--- src/rtl/flash_prog_pkg.sv ---
// Shared types and constants for the boot-flash programming sequencer.
package flash_prog_pkg;

    localparam int unsigned ADDR_W = 19;

    typedef enum logic [2:0] {
        CMD_NONE  = 3'd0,
        CMD_PROG  = 3'd1,
        CMD_SECT  = 3'd2,
        CMD_CHIP  = 3'd3
    } cmd_e;

    typedef enum logic [3:0] {
        ST_IDLE       = 4'd0,
        ST_WAIT_GNT   = 4'd1,
        ST_W_SETUP    = 4'd2,
        ST_W_PULSE    = 4'd3,
        ST_W_HOLD     = 4'd4,
        ST_R_WAIT_GNT = 4'd5,
        ST_R_PULSE    = 4'd6,
        ST_R_GAP      = 4'd7,
        ST_DONE       = 4'd8
    } state_e;

    // Where a write step takes its address (and, for SEL_ADDR_DATA, its data)
    typedef enum logic [1:0] {
        SEL_5555      = 2'd0,
        SEL_2AAA      = 2'd1,
        SEL_ADDR      = 2'd2,
        SEL_ADDR_DATA = 2'd3
    } addr_sel_e;

    localparam logic [2:0] REG_ADDR_L = 3'd0;
    localparam logic [2:0] REG_ADDR_M = 3'd1;
    localparam logic [2:0] REG_ADDR_U = 3'd2;
    localparam logic [2:0] REG_DATA   = 3'd3;
    localparam logic [2:0] REG_CMD    = 3'd4;

    localparam int unsigned ST_BUSY   = 7;
    localparam int unsigned ST_DONE_B = 6;
    localparam int unsigned ST_TMO    = 5;
    localparam int unsigned ST_VFAIL  = 4;
    localparam int unsigned ST_IGN    = 3;

    localparam logic [ADDR_W-1:0] UNLOCK_A = 19'h05555;
    localparam logic [ADDR_W-1:0] UNLOCK_B = 19'h02AAA;

    localparam logic [7:0] BYTE_AA = 8'hAA;
    localparam logic [7:0] BYTE_55 = 8'h55;
    localparam logic [7:0] BYTE_A0 = 8'hA0;
    localparam logic [7:0] BYTE_80 = 8'h80;
    localparam logic [7:0] BYTE_30 = 8'h30;
    localparam logic [7:0] BYTE_10 = 8'h10;

    function automatic logic is_valid_cmd(input logic [7:0] code);
        return (code == 8'(CMD_PROG)) || (code == 8'(CMD_SECT)) || (code == 8'(CMD_CHIP));
    endfunction

endpackage

--- src/rtl/flash_cmd_rom.sv ---
// Maps (command, step) to the JEDEC write sequence entry for that step.
module flash_cmd_rom
    import flash_prog_pkg::*;
(
    input  cmd_e        cmd,
    input  logic [2:0]  step,
    output addr_sel_e   addr_sel,
    output logic [7:0]  data,
    output logic        last
);

    always_comb begin
        addr_sel = SEL_5555;
        data     = BYTE_AA;
        last     = 1'b0;
        case (step)
            3'd0: begin
                addr_sel = SEL_5555;
                data     = BYTE_AA;
            end
            3'd1: begin
                addr_sel = SEL_2AAA;
                data     = BYTE_55;
            end
            3'd2: begin
                addr_sel = SEL_5555;
                data     = (cmd == CMD_PROG) ? BYTE_A0 : BYTE_80;
            end
            3'd3: begin
                if (cmd == CMD_PROG) begin
                    addr_sel = SEL_ADDR_DATA;
                    last     = 1'b1;
                end else begin
                    addr_sel = SEL_5555;
                    data     = BYTE_AA;
                end
            end
            3'd4: begin
                addr_sel = SEL_2AAA;
                data     = BYTE_55;
            end
            3'd5: begin
                last = 1'b1;
                if (cmd == CMD_SECT) begin
                    addr_sel = SEL_ADDR;
                    data     = BYTE_30;
                end else begin
                    addr_sel = SEL_5555;
                    data     = BYTE_10;
                end
            end
            default: last = 1'b1;
        endcase
    end

endmodule

--- src/rtl/flash_prog_ctl.sv ---
// Boot-flash programming sequencer: register window, JEDEC write sequencing,
// DQ6 toggle polling with timeout, and program verify.
module flash_prog_ctl
    import flash_prog_pkg::*;
#(
    parameter int unsigned WE_CYCLES = 2,
    parameter int unsigned RD_CYCLES = 2,
    parameter int unsigned TIMEOUT_W = 20
) (
    input  logic              clock,
    input  logic              reset,
    input  logic [2:0]        reg_sel,
    input  logic              reg_we,
    input  logic              reg_re,
    input  logic [7:0]        reg_wdata,
    output logic [7:0]        reg_rdata,
    output logic              flash_req,
    input  logic              flash_gnt,
    output logic [ADDR_W-1:0] f_addr,
    output logic [7:0]        f_dout,
    input  logic [7:0]        f_din,
    output logic              f_drive,
    output logic              f_ce,
    output logic              f_we,
    output logic              f_oe
);

    localparam int unsigned CNT_W = (WE_CYCLES > RD_CYCLES) ? $clog2(WE_CYCLES + 1)
                                                            : $clog2(RD_CYCLES + 1);

    state_e               state;
    cmd_e                 cmd;
    logic [2:0]           step;
    logic [CNT_W-1:0]     cnt;
    logic [TIMEOUT_W-1:0] poll_cnt;
    logic [TIMEOUT_W-1:0] poll_inc;
    logic [7:0]           addr_l;
    logic [7:0]           addr_m;
    logic [2:0]           addr_u;
    logic [7:0]           data_reg;
    logic [7:0]           rd_data;
    logic                 prev_dq6;
    logic [1:0]           nreads;
    logic                 busy;
    logic                 done;
    logic                 timeout;
    logic                 verify_fail;
    logic                 cmd_ign;

    logic [ADDR_W-1:0]    addr_full;
    addr_sel_e            rom_sel;
    logic [7:0]           rom_data;
    logic                 rom_last;
    logic [ADDR_W-1:0]    step_addr;
    logic [7:0]           step_dout;
    logic [7:0]           status;
    logic                 cmd_wr;
    logic                 cmd_ok;
    logic                 st_clr;

    flash_cmd_rom u_rom (
        .cmd      (cmd),
        .step     (step),
        .addr_sel (rom_sel),
        .data     (rom_data),
        .last     (rom_last)
    );

    assign addr_full = {addr_u, addr_m, addr_l};
    assign poll_inc  = poll_cnt + TIMEOUT_W'(1);
    assign cmd_wr    = reg_we && (reg_sel == REG_CMD);
    assign cmd_ok    = is_valid_cmd(reg_wdata);
    assign st_clr    = reg_re && (reg_sel == REG_CMD);

    // Address/data presented for the current write step
    always_comb begin
        step_addr = UNLOCK_A;
        step_dout = rom_data;
        case (rom_sel)
            SEL_5555:      step_addr = UNLOCK_A;
            SEL_2AAA:      step_addr = UNLOCK_B;
            SEL_ADDR:      step_addr = addr_full;
            SEL_ADDR_DATA: begin
                step_addr = addr_full;
                step_dout = data_reg;
            end
            default:       step_addr = UNLOCK_A;
        endcase
    end

    always_comb begin
        status              = '0;
        status[ST_BUSY]     = busy;
        status[ST_DONE_B]   = done;
        status[ST_TMO]      = timeout;
        status[ST_VFAIL]    = verify_fail;
        status[ST_IGN]      = cmd_ign;
        status[2:0]         = cmd;
    end

    always_comb begin
        reg_rdata = '0;
        case (reg_sel)
            REG_ADDR_L: reg_rdata = addr_l;
            REG_ADDR_M: reg_rdata = addr_m;
            REG_ADDR_U: reg_rdata = {5'b0, addr_u};
            REG_DATA:   reg_rdata = data_reg;
            REG_CMD:    reg_rdata = status;
            default:    reg_rdata = '0;
        endcase
    end

    // Sequencer, register window and sticky status; later status sets override the read-clear
    always_ff @(posedge clock) begin
        if (reset) begin
            state       <= ST_IDLE;
            cmd         <= CMD_NONE;
            step        <= '0;
            cnt         <= '0;
            poll_cnt    <= '0;
            addr_l      <= '0;
            addr_m      <= '0;
            addr_u      <= '0;
            data_reg    <= 8'hFF;
            rd_data     <= '0;
            prev_dq6    <= 1'b0;
            nreads      <= '0;
            busy        <= 1'b0;
            done        <= 1'b0;
            timeout     <= 1'b0;
            verify_fail <= 1'b0;
            cmd_ign     <= 1'b0;
            flash_req   <= 1'b0;
            f_addr      <= '0;
            f_dout      <= '0;
            f_drive     <= 1'b0;
            f_ce        <= 1'b0;
            f_we        <= 1'b0;
            f_oe        <= 1'b0;
        end else begin
            f_drive <= 1'b0;
            f_ce    <= 1'b0;
            f_we    <= 1'b0;
            f_oe    <= 1'b0;

            if (st_clr) begin
                done        <= 1'b0;
                timeout     <= 1'b0;
                verify_fail <= 1'b0;
                cmd_ign     <= 1'b0;
            end

            if (reg_we && !busy) begin
                case (reg_sel)
                    REG_ADDR_L: addr_l   <= reg_wdata;
                    REG_ADDR_M: addr_m   <= reg_wdata;
                    REG_ADDR_U: addr_u   <= reg_wdata[2:0];
                    REG_DATA:   data_reg <= reg_wdata;
                    default:    ;
                endcase
            end

            if (cmd_wr && (busy || !cmd_ok)) begin
                cmd_ign <= 1'b1;
            end

            case (state)
                ST_IDLE: begin
                    if (cmd_wr && cmd_ok) begin
                        cmd       <= cmd_e'(reg_wdata[2:0]);
                        step      <= '0;
                        poll_cnt  <= '0;
                        nreads    <= '0;
                        busy      <= 1'b1;
                        flash_req <= 1'b1;
                        state     <= ST_WAIT_GNT;
                    end
                end
                ST_WAIT_GNT: begin
                    if (flash_gnt) begin
                        f_addr  <= step_addr;
                        f_dout  <= step_dout;
                        f_ce    <= 1'b1;
                        f_drive <= 1'b1;
                        state   <= ST_W_SETUP;
                    end
                end
                ST_W_SETUP: begin
                    cnt     <= '0;
                    f_ce    <= 1'b1;
                    f_drive <= 1'b1;
                    f_we    <= 1'b1;
                    state   <= ST_W_PULSE;
                end
                ST_W_PULSE: begin
                    f_ce    <= 1'b1;
                    f_drive <= 1'b1;
                    if (cnt == CNT_W'(WE_CYCLES - 1)) begin
                        state <= ST_W_HOLD;
                    end else begin
                        cnt  <= cnt + CNT_W'(1);
                        f_we <= 1'b1;
                    end
                end
                ST_W_HOLD: begin
                    if (rom_last) begin
                        state <= ST_R_WAIT_GNT;
                    end else begin
                        step  <= step + 3'd1;
                        state <= ST_WAIT_GNT;
                    end
                end
                ST_R_WAIT_GNT: begin
                    if (flash_gnt) begin
                        cnt    <= '0;
                        f_addr <= addr_full;
                        f_ce   <= 1'b1;
                        f_oe   <= 1'b1;
                        state  <= ST_R_PULSE;
                    end
                end
                ST_R_PULSE: begin
                    if (cnt == CNT_W'(RD_CYCLES - 1)) begin
                        prev_dq6 <= rd_data[6];
                        rd_data  <= f_din;
                        if (nreads != 2'd2) begin
                            nreads <= nreads + 2'd1;
                        end
                        state <= ST_R_GAP;
                    end else begin
                        cnt  <= cnt + CNT_W'(1);
                        f_ce <= 1'b1;
                        f_oe <= 1'b1;
                    end
                end
                ST_R_GAP: begin
                    if ((nreads == 2'd2) && (rd_data[6] == prev_dq6)) begin
                        if ((cmd == CMD_PROG) && (rd_data != data_reg)) begin
                            verify_fail <= 1'b1;
                        end
                        flash_req <= 1'b0;
                        state     <= ST_DONE;
                    end else if (&poll_inc) begin
                        timeout   <= 1'b1;
                        flash_req <= 1'b0;
                        state     <= ST_DONE;
                    end else begin
                        poll_cnt <= poll_inc;
                        state    <= ST_R_WAIT_GNT;
                    end
                end
                ST_DONE: begin
                    busy      <= 1'b0;
                    done      <= 1'b1;
                    flash_req <= 1'b0;
                    state     <= ST_IDLE;
                end
                default: state <= ST_IDLE;
            endcase
        end
    end

endmodule

--- config.mk ---
export PLATFORM = sky130hd
export DESIGN_NAME = flash_prog_ctl
export DESIGN_NICKNAME = d
export VERILOG_FILES = /design/src/rtl/flash_prog_pkg.sv /design/src/rtl/flash_cmd_rom.sv /design/src/rtl/flash_prog_ctl.sv
export SDC_FILE = /design/constraint.sdc
export NUM_CORES = 1
export LEC_CHECK = 0
export BUFFER_PORTS_ARGS = -buffer_cell sky130_fd_sc_hd__buf_4
export CAP_MARGIN = 20
export CORE_MARGIN = 3
export CORE_UTILIZATION = 45
export CTS_CLUSTER_DIAMETER = 100
export CTS_CLUSTER_SIZE = 12
export DETAILED_ROUTE_END_ITERATION = 12
export GPL_TIMING_DRIVEN = 0
export PLACE_DENSITY = 0.73
export SLEW_MARGIN = 20
export SYNTH_ARGS = -nofsm -noshare
export SYNTH_HDL_FRONTEND = slang
export SYNTH_SLANG_ARGS = --single-unit
--- constraint.sdc ---
create_clock -name clock -period 3.2 [get_ports clock]
set_input_delay 0.48 -clock clock [delete_from_list [all_inputs] [get_ports clock]]
set_output_delay 0.48 -clock clock [all_outputs]
set_load 0.005 [all_outputs]
Word level (Yosys, flattened, before mapping)

Cells that the tools add are included.
W data, S select, Z words.

Register bits: 107
Output and inout bits: 40
Word-level logic and storage cells: 175

Add/subtract/negate cells: 4
Equality and inequality tests: 41
Muxes and demuxes: 59
Reduce and logical (&&, ||, !) cells: 47

Operators with widths:

| kind                    | number |
|---|---|
| $mux W20                | 3 |
| $pmux W19 S3            | 1 |
| $pmux W20 S2            | 1 |
| $pmux W8 S5             | 1 |
| $mux W19                | 2 |
| $pmux W19 S2            | 1 |
| $pmux W4 S8             | 1 |
| $mux W4                 | 7 |
| $pmux W8 S3             | 1 |
| $ne A2 B2 Y1 const B    | 11 |
| $add A20 B1 Y20 const B | 1 |
| $reduce_and A20 Y1      | 1 |
| $mux W1                 | 17 |
| $eq A4 B3 Y1 const B    | 4 |
| $eq A8 B2 Y1 const B    | 2 |
| $reduce_and A2 Y1       | 8 |
| $eq A3 B2 Y1 const B    | 5 |
| $mux W2                 | 7 |
| $reduce_bool A2 Y1      | 7 |
| $mux W6                 | 2 |
| $pmux W2 S3             | 2 |
| $reduce_and A3 Y1       | 4 |
| $pmux W1 S2             | 5 |
| $reduce_or A2 Y1        | 5 |
| 28 further kinds        | 52 |

Longest topological paths before layout

Word-level depth: 8
Gate-level depth with buffers: 11
Gate-level depth less buffers: 9

Hierarchy

Synthesis repeated with hierarchy kept, for this count alone.

Cell total of the unflattened synthesis: 681
Area, all modules: 5605.4 µm²

By module, submodules not included:

| module         | instances | cells each | area an instance (µm²) | seq. area each (µm²) |
|---|---|---|---|---|
| flash_prog_ctl | 1         | 656        | 5440.2                 | 2142.1 |
| flash_cmd_rom  | 1         | 25         | 165.2                  | 0.0 |

Worst setup path after synthesis

No wires, ideal clock.

Kind: register to register
Start: register poll_cnt[0]
End: register poll_cnt[1]
Setup time: 121 ps
Data arrival time: 2330 ps
Required time: 3079 ps
Setup slack: 748 ps
Stages on the path, launching flop included: 9
Cells stage by stage: dfxtp_1 ha_1 nand3_1 nor4_1 xnor2_1 a2111o_1 o21ai_4 o21ai_2 mux2_4

Longest elaborated chain between the ends: 4
Elaborated cells between the ends (all ways): 7
Those cells by class: add/sub: 1; eq/ne: 1; mux: 3; reduce/logical: 2

Ends and longest elaborated chain:

| element                                                            | RTL line              | text |
|---|---|---|
| start, declared                                                    | flash_prog_ctl.sv:35  | `logic [TIMEOUT_W-1:0] poll_cnt;` |
| start signal, assigned                                             | flash_prog_ctl.sv:248 | `poll_cnt <= poll_inc;` |
| $add A20 B1 Y20 (*)                                                | flash_prog_ctl.sv:70  | `assign poll_inc = poll_cnt + TIMEOUT_W'(1);` |
| $reduce_and A20 Y1 / $mux W20 (equally long branches)              | flash_prog_ctl.sv:243 | `end else if (&poll_inc) begin` |
| $ne A2 B2 Y1 (no line) / $mux W20 (equally long branches)          | --                    |  |
| $reduce_and A4 Y1 (no line) / $pmux W20 S2 (equally long branches) | --                    |  |

Every way passes the cells marked *; elsewhere a longest branch is shown, timed or not. The select of a mux whose other input is x is not followed.
A chain may end at the register's enable or synchronous reset.

Worst setup path after layout

Start: register poll_cnt[0]
End: register poll_cnt[13]

The elaborated chain is that of the path after synthesis.

==> results.yml <==
run_status:
  status: "finished clean"
drt:
  viasPerCell: 5.88
  first_pass_iters: 5
  route.detailed.drc: 0
  wl_per_cell_um: 17.3
  drt_iter0_markers: 557
  antenna_left: 0
  via_count: 5266
  drt-total-wl_um: 15500
grt:
  met1_usage_pct: 32.2
  met2_usage_pct: 38.1
  grt_use_total_pct: 23.5
  grt_util_met3_pct: 4.33
  gr-max-usage-layer: "met2"
  grt_pass1_wl_um: 25100
  antenna_found_initial: 0
  grt_pass1_vias: 5005
  overflow: 0
  grt_start_max_net_pins: 20
placement:
  dpl.cell_count: 880
  preCtsSetupSlack_ns: 0.124
  place_hpwl_um: 11600
  portBuffers: 61
  place_area_um2: 6060
  place.gp.congestion: 0.948
synthesis:
  async_flop_share_pct: 0
  synthCells: 676
  synth_area_leaders: "dfxtp_1 39%, mux2i_1 7.7%, a21oi_1 6.5%, nand2_1 5.7%, nor2_1 4.6%"
  ys_types: 63
  ys_warn_count: 0
  synth_common_cells: "107 x dfxtp_1, 83 x nand2_1, 71 x a21oi_1, 67 x nor2_1, 42 x mux2i_1"
  synth_edf_count: 0
  yosysMostFrequentCell: "dfxtp_1"
  synth_top_area_cell: "dfxtp_1"
  ys.flop_type: "dfxtp_1"
  synth_seq_cells: 107
  ys_seq_area_share_pct: 39.5
  synth_area_um2: 5430
  synth_top_area_share_pct: 39.5
  syn_nets: 709
  avgSynthCellArea_um2: 8.03
cts:
  cts_tree: "built"
  cts_max_path_buffers: 2
  worstSkewPairLatency_ns: 0.35
  ctsResizeCount: 0
  clockRootBuffer: "clkbuf_16"
  ctsHoldBuffers: 0
  postCtsSetupRepairBufs: 0
  cts_sinks: 107
  clkSlewWorstSetupHoldPaths_ns: 0.08
  cts_buffers: 9
  h-tree-depth: 3
timing:
  min_period_ns: 2.91
  worst_pin_slew_ns: 0.694
  setup_viol: 0
  hold_slack_ns: 0.382
  min_period_over_period_pct: 90.8
  grt_setup_unrepaired: "false"
  drv_slew: 0
  final-hold-violation-count: 0
  fin_tns_setup_ns: 0
  clock.fmax_mhz: 344
  maxSlewHeadroom_pct: 53.5
  setup_ws_ns: 0.294
  clock_skew_ns: 0.00751
run:
  cap_violations: 0
cells_and_area:
  largest_register_ffs: 20
  stdcell_area_um2: 6350
  stdcell_count: 896
  drive_gt1_share_pct: 12.5
  synthToLayoutAreaGrowth_pct: 17.0
  fill_cells: 1123
  final_util_pct: 54.7
  top_register: "poll_cnt"
  reg_top3: "poll_cnt: 20 flops, f_addr: 19 flops"
  diodes: 0
  fin_nets: 781
floorplanning:
  fp-row-count: 39
  die_h_um: 116
  die_area_um2: 13400
  io_pins: 64
  start_util_pct: 46.7
  core-area_um2: 11600
  die_width_um: 116
critical_path:
  worst-path-stages: 8
  crit_type: "reg -> reg"
  critPathBufInv: 1
  cp_cell_sequence: "ha_1 -> nand3_1 -> nor4_1 -> xnor2_1 -> a2111o_1 -> o211ai_4 -> buf_6 -> o31ai_1"
  r2r_start: "poll_cnt[0]"
  slowest_stage: "nor4_1"
  cp-startpoint: "poll_cnt[0]"
  rrSetupSlack_ns: 0.29
  ff2ff_path_depth: 8
  crit_path_end: "poll_cnt[13]"
  endpoint_kind: "flop"
  max_stage_delay_ns: 0.49
  cp-start-kind: "flop"
  required_ns: 3.44
  crit_family: "compound AO/OA/AOI/OAI gates"
  arrival_ns: 3.14
  rr_endpoint: "poll_cnt[13]"
  path_max_fanout: 10
power_and_ir_drop:
  powerDensity_nw_per_um2: 470
  ir_worst_vdd_v: 0.000292
  p_total_mw: 2.99
  p_leak_nw: 2.45
hold_path:
  hold_depth: 3
  hold_class: "in -> reg"
[where the power goes]
part,switching [mW],internal (mW),leakage (nW)
combinational,0.288,0.178,1.45
clock,0.542,0.546,0.137
sequential,0.0391,1.39,0.866
total,0.870,2.12,2.45
[cell type report]
class | instances | area [um^2] | area share, %
multi-input cells | 506 | 3040 | 47.8
flip-flops and latches | 107 | 2140 | 33.7
repair buffers | 61 | 458 | 7.21
clock buffers | 10 | 229 | 3.61
plain buffers | 47 | 190 | 3.00
well taps | 143 | 179 | 2.82
inverters | 16 | 60.1 | 0.946
clock inverters | 6 | 56.3 | 0.887
[worst min-delay path by stage]
stage          slack, ns     endpoint         start
2_1_floorplan       0.43      cmd_ign       cmd_ign
3_3_place_gp        0.45    f_addr[5]     f_addr[5]
3_5_place_dp        0.45    f_addr[7]     f_addr[7]
4_1_cts             0.37   rd_data[2]      f_din[2]
5_1_grt             0.38  data_reg[4]  reg_wdata[4]
6_report            0.38   rd_data[2]      f_din[2]
[cell usage in the layout (no fill, tap or decap), types with 11 or more instances in the layout]
| cell type | count |
|---|---|
| a31oi_1 | 15 |
| nand3_1 | 31 |
| dfxtp_1 | 107 |
| inv_1 | 16 |
| nor2_1 | 67 |
| a21oi_1 | 71 |
| o211ai_1 | 15 |
| o21ai_0 | 31 |
| o31ai_1 | 11 |
| clkbuf_1 | 38 |
| buf_4 | 61 |
| mux2i_1 | 42 |
| and3_1 | 13 |
| nand2_1 | 83 |
[worst reg2reg max path, delay by kind of cell, from the launching register on]
kind | cells | cell delay [ns]
simple gates | 2 | 0.73
xor+xnor | 1 | 0.15
buf+inv | 1 | 0.22
compound gates | 3 | 0.91
fa+ha+maj | 1 | 0.31
flops | 1 | 0.47
[per-layer routing]
layer	share of wire (%)	vias to the layer above
li1	-	2560
met1	44	2499
met2	48	184
met3	6.2	23
met4	2.0	0
met5	0	-
[logic make-up after synthesis]
family                   count (synthesis)  synth area share (%)
AO/OA/AOI/OAI                          176                  20.2
XOR/XNOR                                12                  1.94
adder cells (fa/ha/maj)                  9                  2.07
buffers and inverters                   63                  4.61
flip-flops                             107                  39.5
multiplexers                            43                  8.02
AND/OR/NAND/NOR                        266                  23.7
(Power assumes the default switching activity.)
